[config.mk]
export PLATFORM = sky130hd
export DESIGN_NAME = esp8266_decode
export DESIGN_NICKNAME = d
export VERILOG_FILES = /design/src/rtl/esp8266_decode.sv
export SDC_FILE = /design/constraint.sdc
export NUM_CORES = 1
export LEC_CHECK = 0
export CORE_MARGIN = 4
export CORE_UTILIZATION = 55
export DETAILED_ROUTE_END_ITERATION = 10
export PLACE_DENSITY = 0.94
export SYNTH_ARGS = -nofsm -noshare
export SYNTH_HDL_FRONTEND = slang
export SYNTH_SLANG_ARGS = --single-unit
[constraint.sdc]
create_clock -name Clk -period 4.7 [get_ports Clk]
set_clock_uncertainty 0.1 [all_clocks]
set_input_delay 1.41 -clock Clk [delete_from_list [all_inputs] [get_ports Clk]]
set_output_delay 1.41 -clock Clk [all_outputs]
set_load 0.02 [all_outputs]
[src/rtl/esp8266_decode.sv]
// esp8266_decode: receive-side parser for m("T","12.5")\r\n frames.
// Optional idle timeout is enabled by defining ESP_DECODE_TIMEOUT_EN.
module esp8266_decode #(
  parameter int TIMEOUT_CYC = 2000000
) (
  input  logic        Clk,
  input  logic        Rst_n,
  input  logic [7:0]  Rx_data,
  input  logic        Rx_valid,
  output logic [31:0] Data_out,
  output logic        Frame_valid,
  output logic        Frame_err,
  output logic        Busy
);

  typedef enum logic [3:0] {
    S_IDLE, S_LP, S_Q1, S_TAG, S_Q2,
    S_COM, S_Q3, S_D1, S_D0, S_DOT,
    S_DF, S_Q4, S_RP, S_CR, S_LF
  } state_t;

  localparam logic [7:0] CH_M  = 8'h6d;
  localparam logic [7:0] CH_LP = 8'h28;
  localparam logic [7:0] CH_QT = 8'h22;
  localparam logic [7:0] CH_CM = 8'h2c;
  localparam logic [7:0] CH_DT = 8'h2e;
  localparam logic [7:0] CH_RP = 8'h29;
  localparam logic [7:0] CH_CR = 8'h0d;
  localparam logic [7:0] CH_LF = 8'h0a;

  state_t      state_q, state_d;
  logic [7:0]  tag_q, tag_d;
  logic [7:0]  d1_q, d1_d;
  logic [7:0]  d0_q, d0_d;
  logic [7:0]  df_q, df_d;
  logic [31:0] data_q, data_d;
  logic        fv_q, fv_d;
  logic        fe_q, fe_d;
  logic        busy_q, busy_d;

`ifdef ESP_DECODE_TIMEOUT_EN
  localparam logic [23:0] TO_LAST =
    24'(TIMEOUT_CYC - 1);
  logic [23:0] idle_q, idle_d;
`endif

  logic       is_digit;
  logic [7:0] dig_val;
  logic       ok;
  state_t     nxt;

  always_comb begin
    is_digit = (Rx_data >= 8'h30) &&
               (Rx_data <= 8'h39);
    dig_val  = {4'h0, Rx_data[3:0]};
    ok       = 1'b0;
    nxt      = state_q;
    unique case (state_q)
      S_IDLE: begin
        ok = (Rx_data == CH_M);  nxt = S_LP;
      end
      S_LP: begin
        ok = (Rx_data == CH_LP); nxt = S_Q1;
      end
      S_Q1: begin
        ok = (Rx_data == CH_QT); nxt = S_TAG;
      end
      S_TAG: begin
        ok = (Rx_data != CH_QT); nxt = S_Q2;
      end
      S_Q2: begin
        ok = (Rx_data == CH_QT); nxt = S_COM;
      end
      S_COM: begin
        ok = (Rx_data == CH_CM); nxt = S_Q3;
      end
      S_Q3: begin
        ok = (Rx_data == CH_QT); nxt = S_D1;
      end
      S_D1: begin
        ok = is_digit; nxt = S_D0;
      end
      S_D0: begin
        ok = is_digit; nxt = S_DOT;
      end
      S_DOT: begin
        ok = (Rx_data == CH_DT); nxt = S_DF;
      end
      S_DF: begin
        ok = is_digit; nxt = S_Q4;
      end
      S_Q4: begin
        ok = (Rx_data == CH_QT); nxt = S_RP;
      end
      S_RP: begin
        ok = (Rx_data == CH_RP); nxt = S_CR;
      end
      S_CR: begin
        ok = (Rx_data == CH_CR); nxt = S_LF;
      end
      S_LF: begin
        ok = (Rx_data == CH_LF); nxt = S_IDLE;
      end
      default: begin
        ok = 1'b0; nxt = S_IDLE;
      end
    endcase
  end

  always_comb begin
    state_d = state_q;
    tag_d   = tag_q;
    d1_d    = d1_q;
    d0_d    = d0_q;
    df_d    = df_q;
    data_d  = data_q;
    fv_d    = 1'b0;
    fe_d    = 1'b0;
    if (Rx_valid) begin
      if (ok) begin
        state_d = nxt;
        if (state_q == S_TAG) tag_d = Rx_data;
        if (state_q == S_D1)  d1_d  = dig_val;
        if (state_q == S_D0)  d0_d  = dig_val;
        if (state_q == S_DF)  df_d  = dig_val;
        if (state_q == S_LF) begin
          fv_d   = 1'b1;
          data_d = {tag_q, d1_q, d0_q, df_q};
        end
      end else if (state_q != S_IDLE) begin
        fe_d    = 1'b1;
        state_d = (Rx_data == CH_M) ?
                  S_LP : S_IDLE;
      end
    end
`ifdef ESP_DECODE_TIMEOUT_EN
    idle_d = idle_q;
    if (Rx_valid || !busy_q) begin
      idle_d = '0;
    end else if (idle_q == TO_LAST) begin
      idle_d  = '0;
      state_d = S_IDLE;
      fe_d    = 1'b1;
    end else begin
      idle_d = idle_q + 24'd1;
    end
`endif
    busy_d = (state_d != S_IDLE);
  end

  always_ff @(posedge Clk or negedge Rst_n) begin
    if (!Rst_n) begin
      state_q <= S_IDLE;
      tag_q   <= '0;
      d1_q    <= '0;
      d0_q    <= '0;
      df_q    <= '0;
      data_q  <= '0;
      fv_q    <= 1'b0;
      fe_q    <= 1'b0;
      busy_q  <= 1'b0;
`ifdef ESP_DECODE_TIMEOUT_EN
      idle_q  <= '0;
`endif
    end else begin
      state_q <= state_d;
      tag_q   <= tag_d;
      d1_q    <= d1_d;
      d0_q    <= d0_d;
      df_q    <= df_d;
      data_q  <= data_d;
      fv_q    <= fv_d;
      fe_q    <= fe_d;
      busy_q  <= busy_d;
`ifdef ESP_DECODE_TIMEOUT_EN
      idle_q  <= idle_d;
`endif
    end
  end

  assign Data_out    = data_q;
  assign Frame_valid = fv_q;
  assign Frame_err   = fe_q;
  assign Busy        = busy_q;

endmodule

==> out/qor.yml, run 1 <==
routing:
  drtAntennaViolNets: 0
  via_per_inst: 5.72
  routed_wl_um: 4400
  avgRoutedWirePerCell_um: 16.2
  vias: 1556
  first_pass_iters: 4
  drc: 0
  dr.first_iter.drc_count: 116
critical_path:
  r2r_setup_slack_ps: 1560
  crit_path_max_incr_delay_ps: 720
  crit_end: "Data_out[16]"
  cp_cell_sequence: "clkdlybuf4s50_1 > nor4bb_1 > and4_1 > nand2b_1 > nand2_1 > a21oi_2 > or4b_4 > mux2_1"
  worstSetupPathType: "in -> reg"
  reg2reg_depth: 7
  required_ps: 4780
  reg2reg_from: "state_q[0]"
  reg2reg_to: "Data_out[16]"
  cp_top_family: "simple AND/OR/NAND/NOR gates"
  crit_path_end_kind: "register"
  critical_path_buf_inv_count: 1
  cp-startpoint: "Rx_data[3]"
  cp.arrival_ps: 4130
  start_kind: "input port"
  slowest_stage: "or4b_4"
  cp.depth: 8
  path_max_fanout: 20
synth:
  synth_area_leaders: "dfrtp_1 (51%), mux2_1 (20%), buf_4 (4.3%)"
  yosysWarnings: 0
  avgSynthCellArea_sq_um: 12.0
  synthDistinctLibCells: 48
  synth_common_cells: "dfrtp_1 (47), mux2_1 (40), buf_4 (13)"
  ys_ff_latch: 47
  synth_top_area_cell: "dfrtp_1"
  async_reset_ff_frac: 1.00
  synthCells: 191
  synth_top_area_share: 0.513
  synth-seq-area-share: 0.513
  synth_edf_count: 0
  syn_area_sq_um: 2290
  yosysMostFrequentCell: "dfrtp_1"
  synth_ff_type: "dfrtp_1"
power_and_ir_drop:
  p_per_area_nw_per_um2: 263
  p_sw_frac: 0.223
  netSwitchingPower_mw: 0.158
  seq_power_share: 0.572
  peakVddDrop_mv: 0.171
  finalPower_mw: 0.708
  p_leak_nw: 1.29
  p_int_mw: 0.551
  pwr-share-clk: 0.369
  power_frac_comb: 0.059
sta:
  rsz0062_at_grt: "false"
  hold_viol_final: 0
  min_period_ps: 4050
  tightestPinTransition_ps: 1010
  hold_slack_ps: 375
  fmax_mhz: 247
  slew_headroom: 0.324
  setup_viol: 0
  setup_tns_ps: 0
  period_share: 0.861
  slew_viol_final: 0
floorplanning:
  io_pins: 46
  die_h_um: 72.6
  start_util: 0.569
  die_w_um: 72.6
  rows: 23
  dieArea_sq_um: 5260
  core_area_sq_um: 4030
clock_network:
  cts_sinks: 47
  htree_levels: 2
  cts_root_buffer: "clkbuf_8"
  cts_tree: "built"
  post_cts.repair.setup_buffers: 0
  clk_latency_ps: 300
  ctsHoldBuffers: 0
  path_clk_slew_ps: 80
  numCtsBuffers: 5
  cts_resized: 0
  clk_path_buf_depth: 2
min_path:
  min_path_cells: 1
  min_path_type: "reg -> reg"
placed_design:
  place_congestion: 0.889
  port_buffers: 33
  hpwl_um: 3050
  place_area_sq_um: 2590
global_route:
  grt_pass1_vias: 1577
  grt_max_degree: 48
  antenna_found_initial: 0
  overflow: 0
  grt_first_pass_wirelength_um: 7490
  grt_usage: 0.187
outcome:
  status: "finished clean"
layout:
  design_area_sq_um: 2690
  area_growth_syn_to_layout_pct: 17.5
  diodes: 0
  fin_nets: 232
  fillers: 293
  drive_above_1_share: 0.0766
run:
  cap_violations: 0
-- final cells by class --
cell class | instances | area (sq um) | area share
repair buffers | 35 | 340 | 0.126
clock inverters | 1 | 7.51 | 0.00279
flip-flops and latches | 47 | 1180 | 0.437
clock buffers | 7 | 96.3 | 0.0358
inverters | 4 | 15.0 | 0.00557
well taps | 50 | 62.6 | 0.0232
multi-input cells | 128 | 996 | 0.370
-- registers in the layout, indices dropped and copies added, names as in the netlist --
signal	count
Busy	1
Data_out	20
Frame_err	1
Frame_valid	1
d0_q	4
d1_q	4
df_q	4
state_q	4
tag_q	8
-- power groups by stage --
| stage | Sequential (mW) | Combinational, mW | Clock, mW |
|---|---|---|---|
| global route | 0.405 | 0.0459 | 0.287 |
| CTS | 0.405 | 0.0417 | 0.269 |
| floorplan | 0.413 | 0.0262 | 0 |
| detailed placement | 0.413 | 0.0413 | 0 |
| finish | 0.405 | 0.0420 | 0.261 |
| global placement | 0.413 | 0.0405 | 0 |
-- cell usage in the layout (no fill, tap or decap), drive strengths merged, types with 2 or more instances in the layout --
master,count
o22ai,3
xnor2,2
and2,3
a211oi,2
o31ai,2
dfrtp,47
nand2b,2
nor2,7
nor4,3
nand2,8
o21ai,6
clkbuf,7
conb,12
buf,3
or3,2
mux2,40
nand3,4
nor2b,2
nor3b,2
a21oi,7
inv,4
nor3,3
clkdlybuf4s50,32
-- metrics by stage --
step	setup WS, ps	instances	utilization
2_1_floorplan	902	202	-
3_3_place_gp	432	264	0.643
3_5_place_dp	407	264	0.643
4_1_cts	718	272	0.669
5_1_grt	530	272	0.669
6_report	652	272	0.669
-- worst min path at each step --
stage | start | endpoint
final | d0_q[1] | Data_out[9]
after global routing | d0_q[3] | Data_out[11]
after CTS | d0_q[1] | Data_out[9]
after floorplan | d0_q[0] | d0_q[0]
after global placement | d0_q[1] | Data_out[9]
after detailed placement | d0_q[1] | d0_q[1]
-- cell families (layout without fill, tap and decap cells) --
kind of cell,after synthesis,after routing,share of synthesized area
XOR/XNOR,2,2,0.00764
AND/OR/NAND/NOR,45,45,0.126
other,1,12,0.00164
AO/OA/AOI/OAI,28,28,0.0808
adder cells (fa/ha/maj),1,1,0.00437
flip-flops,47,47,0.513
multiplexers,40,40,0.197
buffers and inverters,27,47,0.0704
-- routing by layer --
layer / wire, um / up-vias / part of all wire / track usage
li1: - / 720 / - / -
met1: 1950 / 770 / 0.44 / 0.240
met2: 2080 / 55 / 0.47 / 0.298
met3: 268 / 11 / 0.061 / 0.0540
met4: 101 / 0 / 0.023 / 0.0717
met5: 0 / - / 0 / 0
No activity file was read; power rests on OpenSTA's default activity.
==> run 2, diff against run 1 <==
MAX_ROUTING_LAYER = met4   (was default)
PLACE_DENSITY = 0.92   (was 0.94)
TNS_END_PERCENT = 5   (was default)
==> out/qor.yml, run 2 (same netlist as run 1, synthesis figures left out) <==
routing:
  routed_wl_um: 4480  # +1.8%
  wl_met3_um: 381  # +42%
  drt-met1-wl_um: 1790  # -8.6%
  vias: 1564  # +0.51%
  dr.first_iter.drc_count: 104  # -10%
  routed.top_layer: "met4"
  wl_met2_um: 2200  # +5.7%
  avgRoutedWirePerCell_um: 16.5  # +1.8%
  drc: 0  # unchanged
  via_per_inst: 5.75  # +0.51%
  first_pass_iters: 4  # unchanged
  drtAntennaViolNets: 0  # unchanged
sta:
  fmax_mhz: 249  # +0.83%
  slew_headroom: 0.331  # +0.00762
  setup_viol: 0  # unchanged
  slew_viol_final: 0  # unchanged
  setup_tns_ps: 0  # unchanged
  rsz0062_at_grt: "false"
  tightestPinTransition_ps: 1000  # -11.4 ps
  hold_slack_ps: 384  # +9.23 ps
  min_period_ps: 4010  # -33.2 ps
  timing.final.ws_setup_ps: 685  # +33.2 ps
  hold_viol_final: 0  # unchanged
  period_share: 0.854  # -0.00707
floorplanning:
  die_h_um: 72.6  # unchanged
  io_pins: 46  # unchanged
  core_area_sq_um: 4030  # unchanged
  start_util: 0.569  # unchanged
  die_w_um: 72.6  # unchanged
  dieArea_sq_um: 5260  # unchanged
  rows: 23  # unchanged
clock_network:
  cts_resized: 0  # unchanged
  path_clk_slew_ps: 90  # about the same
  htree_levels: 2  # unchanged
  cts_sinks: 47  # unchanged
  numCtsBuffers: 5  # unchanged
  cts_tree: "built"
  clk_latency_ps: 310  # about the same
  ctsHoldBuffers: 0  # unchanged
  post_cts.repair.setup_buffers: 0  # unchanged
  cts_root_buffer: "clkbuf_8"
  clk_path_buf_depth: 2  # unchanged
global_route:
  grt_usage: 0.195  # +0.00824
  grt_max_degree: 48  # unchanged
  grt_first_pass_wirelength_um: 7510  # +0.28%
  overflow: 0  # unchanged
  grt_pass1_vias: 1560  # -1.1%
  antenna_found_initial: 0  # unchanged
critical_path:
  worstSetupPathType: "in -> reg"
  r2r_setup_slack_ps: 1550  # about the same
  required_ps: 4790  # about the same
  reg2reg_to: "Data_out[27]"
  slowest_stage: "or4b_4"
  crit_path_end_kind: "register"
  path_max_fanout: 20  # unchanged
  reg2reg_depth: 7  # unchanged
  reg2reg_from: "state_q[0]"
  cp_top_family: "simple AND/OR/NAND/NOR gates"
  start_kind: "input port"
  cp_cell_sequence: "clkdlybuf4s50_1 > and2_1 > o31ai_1 > nand2_1 > o32ai_1 > a21oi_2 > or4b_4 > mux2_1"
  crit_path_max_incr_delay_ps: 730  # about the same
  critical_path_buf_inv_count: 1  # unchanged
  cp.arrival_ps: 4110  # -20 ps
power_and_ir_drop:
  peakVddDrop_mv: 0.186  # +9.1%
  power_frac_comb: 0.060  # about the same
  p_per_area_nw_per_um2: 257  # -2.1%
  p_leak_nw: 1.28  # -0.67%
  p_int_mw: 0.524  # -4.9%
  p_sw_frac: 0.241  # +0.0178
  seq_power_share: 0.587  # +0.015
  netSwitchingPower_mw: 0.166  # +5.1%
  pwr-share-clk: 0.353  # -0.016
placed_design:
  place_area_sq_um: 2590  # unchanged
  port_buffers: 33  # unchanged
  place_congestion: 0.917  # +3.2%
  post-place-ws_ps: 396  # -10.5 ps
  hpwl_um: 3200  # +5.1%
layout:
  largest_reg_flops: 20  # unchanged
  fin_nets: 232  # unchanged
  fillers: 295  # +0.68%
  diodes: 0  # unchanged
  layout_commonest_cell: "dfrtp_1"
  area_growth_syn_to_layout_pct: 16.9
  drive_above_1_share: 0.0721  # -0.00450
  design_area_sq_um: 2680  # -0.56%
  final_cell_mix: "dfrtp_1 (47), mux2_1 (40), clkdlybuf4s50_1 (32), conb_1 (12), nand2_1 (8)"
outcome:
  status: "finished clean"
min_path:
  worstHoldEndpoint: "Data_out[11]"
  hp-start: "d0_q[3]"
  min_path_cells: 1  # unchanged
  min_path_type: "reg -> reg"
run:
  cap_violations: 0  # unchanged
[run 2: cell types whose count changed in the layout (fill, tap and decap cells not counted), sizes merged]
cell / change
inv: +1
clkbuf: -1
[run 2: worst register-to-register path, stage by stage, from the launching register on]
cell       delay [ps]
dfrtp_1           610
nor2b_1           260
a221oi_1          300
a2bb2oi_1         140
nor4_4            350
a21oi_2           170
or4b_4            730
mux2_1            380
[run 2: worst max path at each step]
stage | start | end | slack [ps] | cells past startpoint
final | Rx_data[3] | Data_out[27] | 690 | 8
after global routing | Rx_data[3] | Data_out[29] | 470 | 8
after CTS | Rx_data[3] | Data_out[26] | 720 | 8
after detailed placement | Rx_data[3] | Data_out[26] | 400 | 8
after global placement | Rx_data[3] | Data_out[9] | 440 | 8
after floorplan | Rx_data[0] | Data_out[0] | 900 | 8
[run 2: final cells by class]
type,count,area (sq um),area share
multi-input combinational,128,996,0.372
inverter,4,15.0,0.00560
sequential,47,1180,0.439
clock inverter,2,16.3,0.00607
tap,50,62.6,0.0234
timing repair buffer,35,340,0.127
clock buffer,6,72.6,0.0271
[run 2: metrics by stage]
step	power (mW)	util	instances
finish	0.690	0.665	272
CTS	0.697	0.665	272
floorplan	0.439	-	202
global placement	0.454	0.643	264
global route	0.716	0.665	272
detailed placement	0.454	0.643	264
[run 2: routing by layer]
metal  track usage  up-vias
li1              -      727
met1         0.228      750
met2         0.313       76
met3        0.0471       11
met4        0.0963        0
met5             -        -
[run 2: power groups by stage]
stage	clock [mW]	combinational [mW]	sequential (mW)
floorplan	0	0.0262	0.413
detailed placement	0	0.0413	0.413
CTS	0.250	0.0415	0.405
global placement	0	0.0407	0.413
global route	0.265	0.0457	0.405
finish	0.243	0.0413	0.405
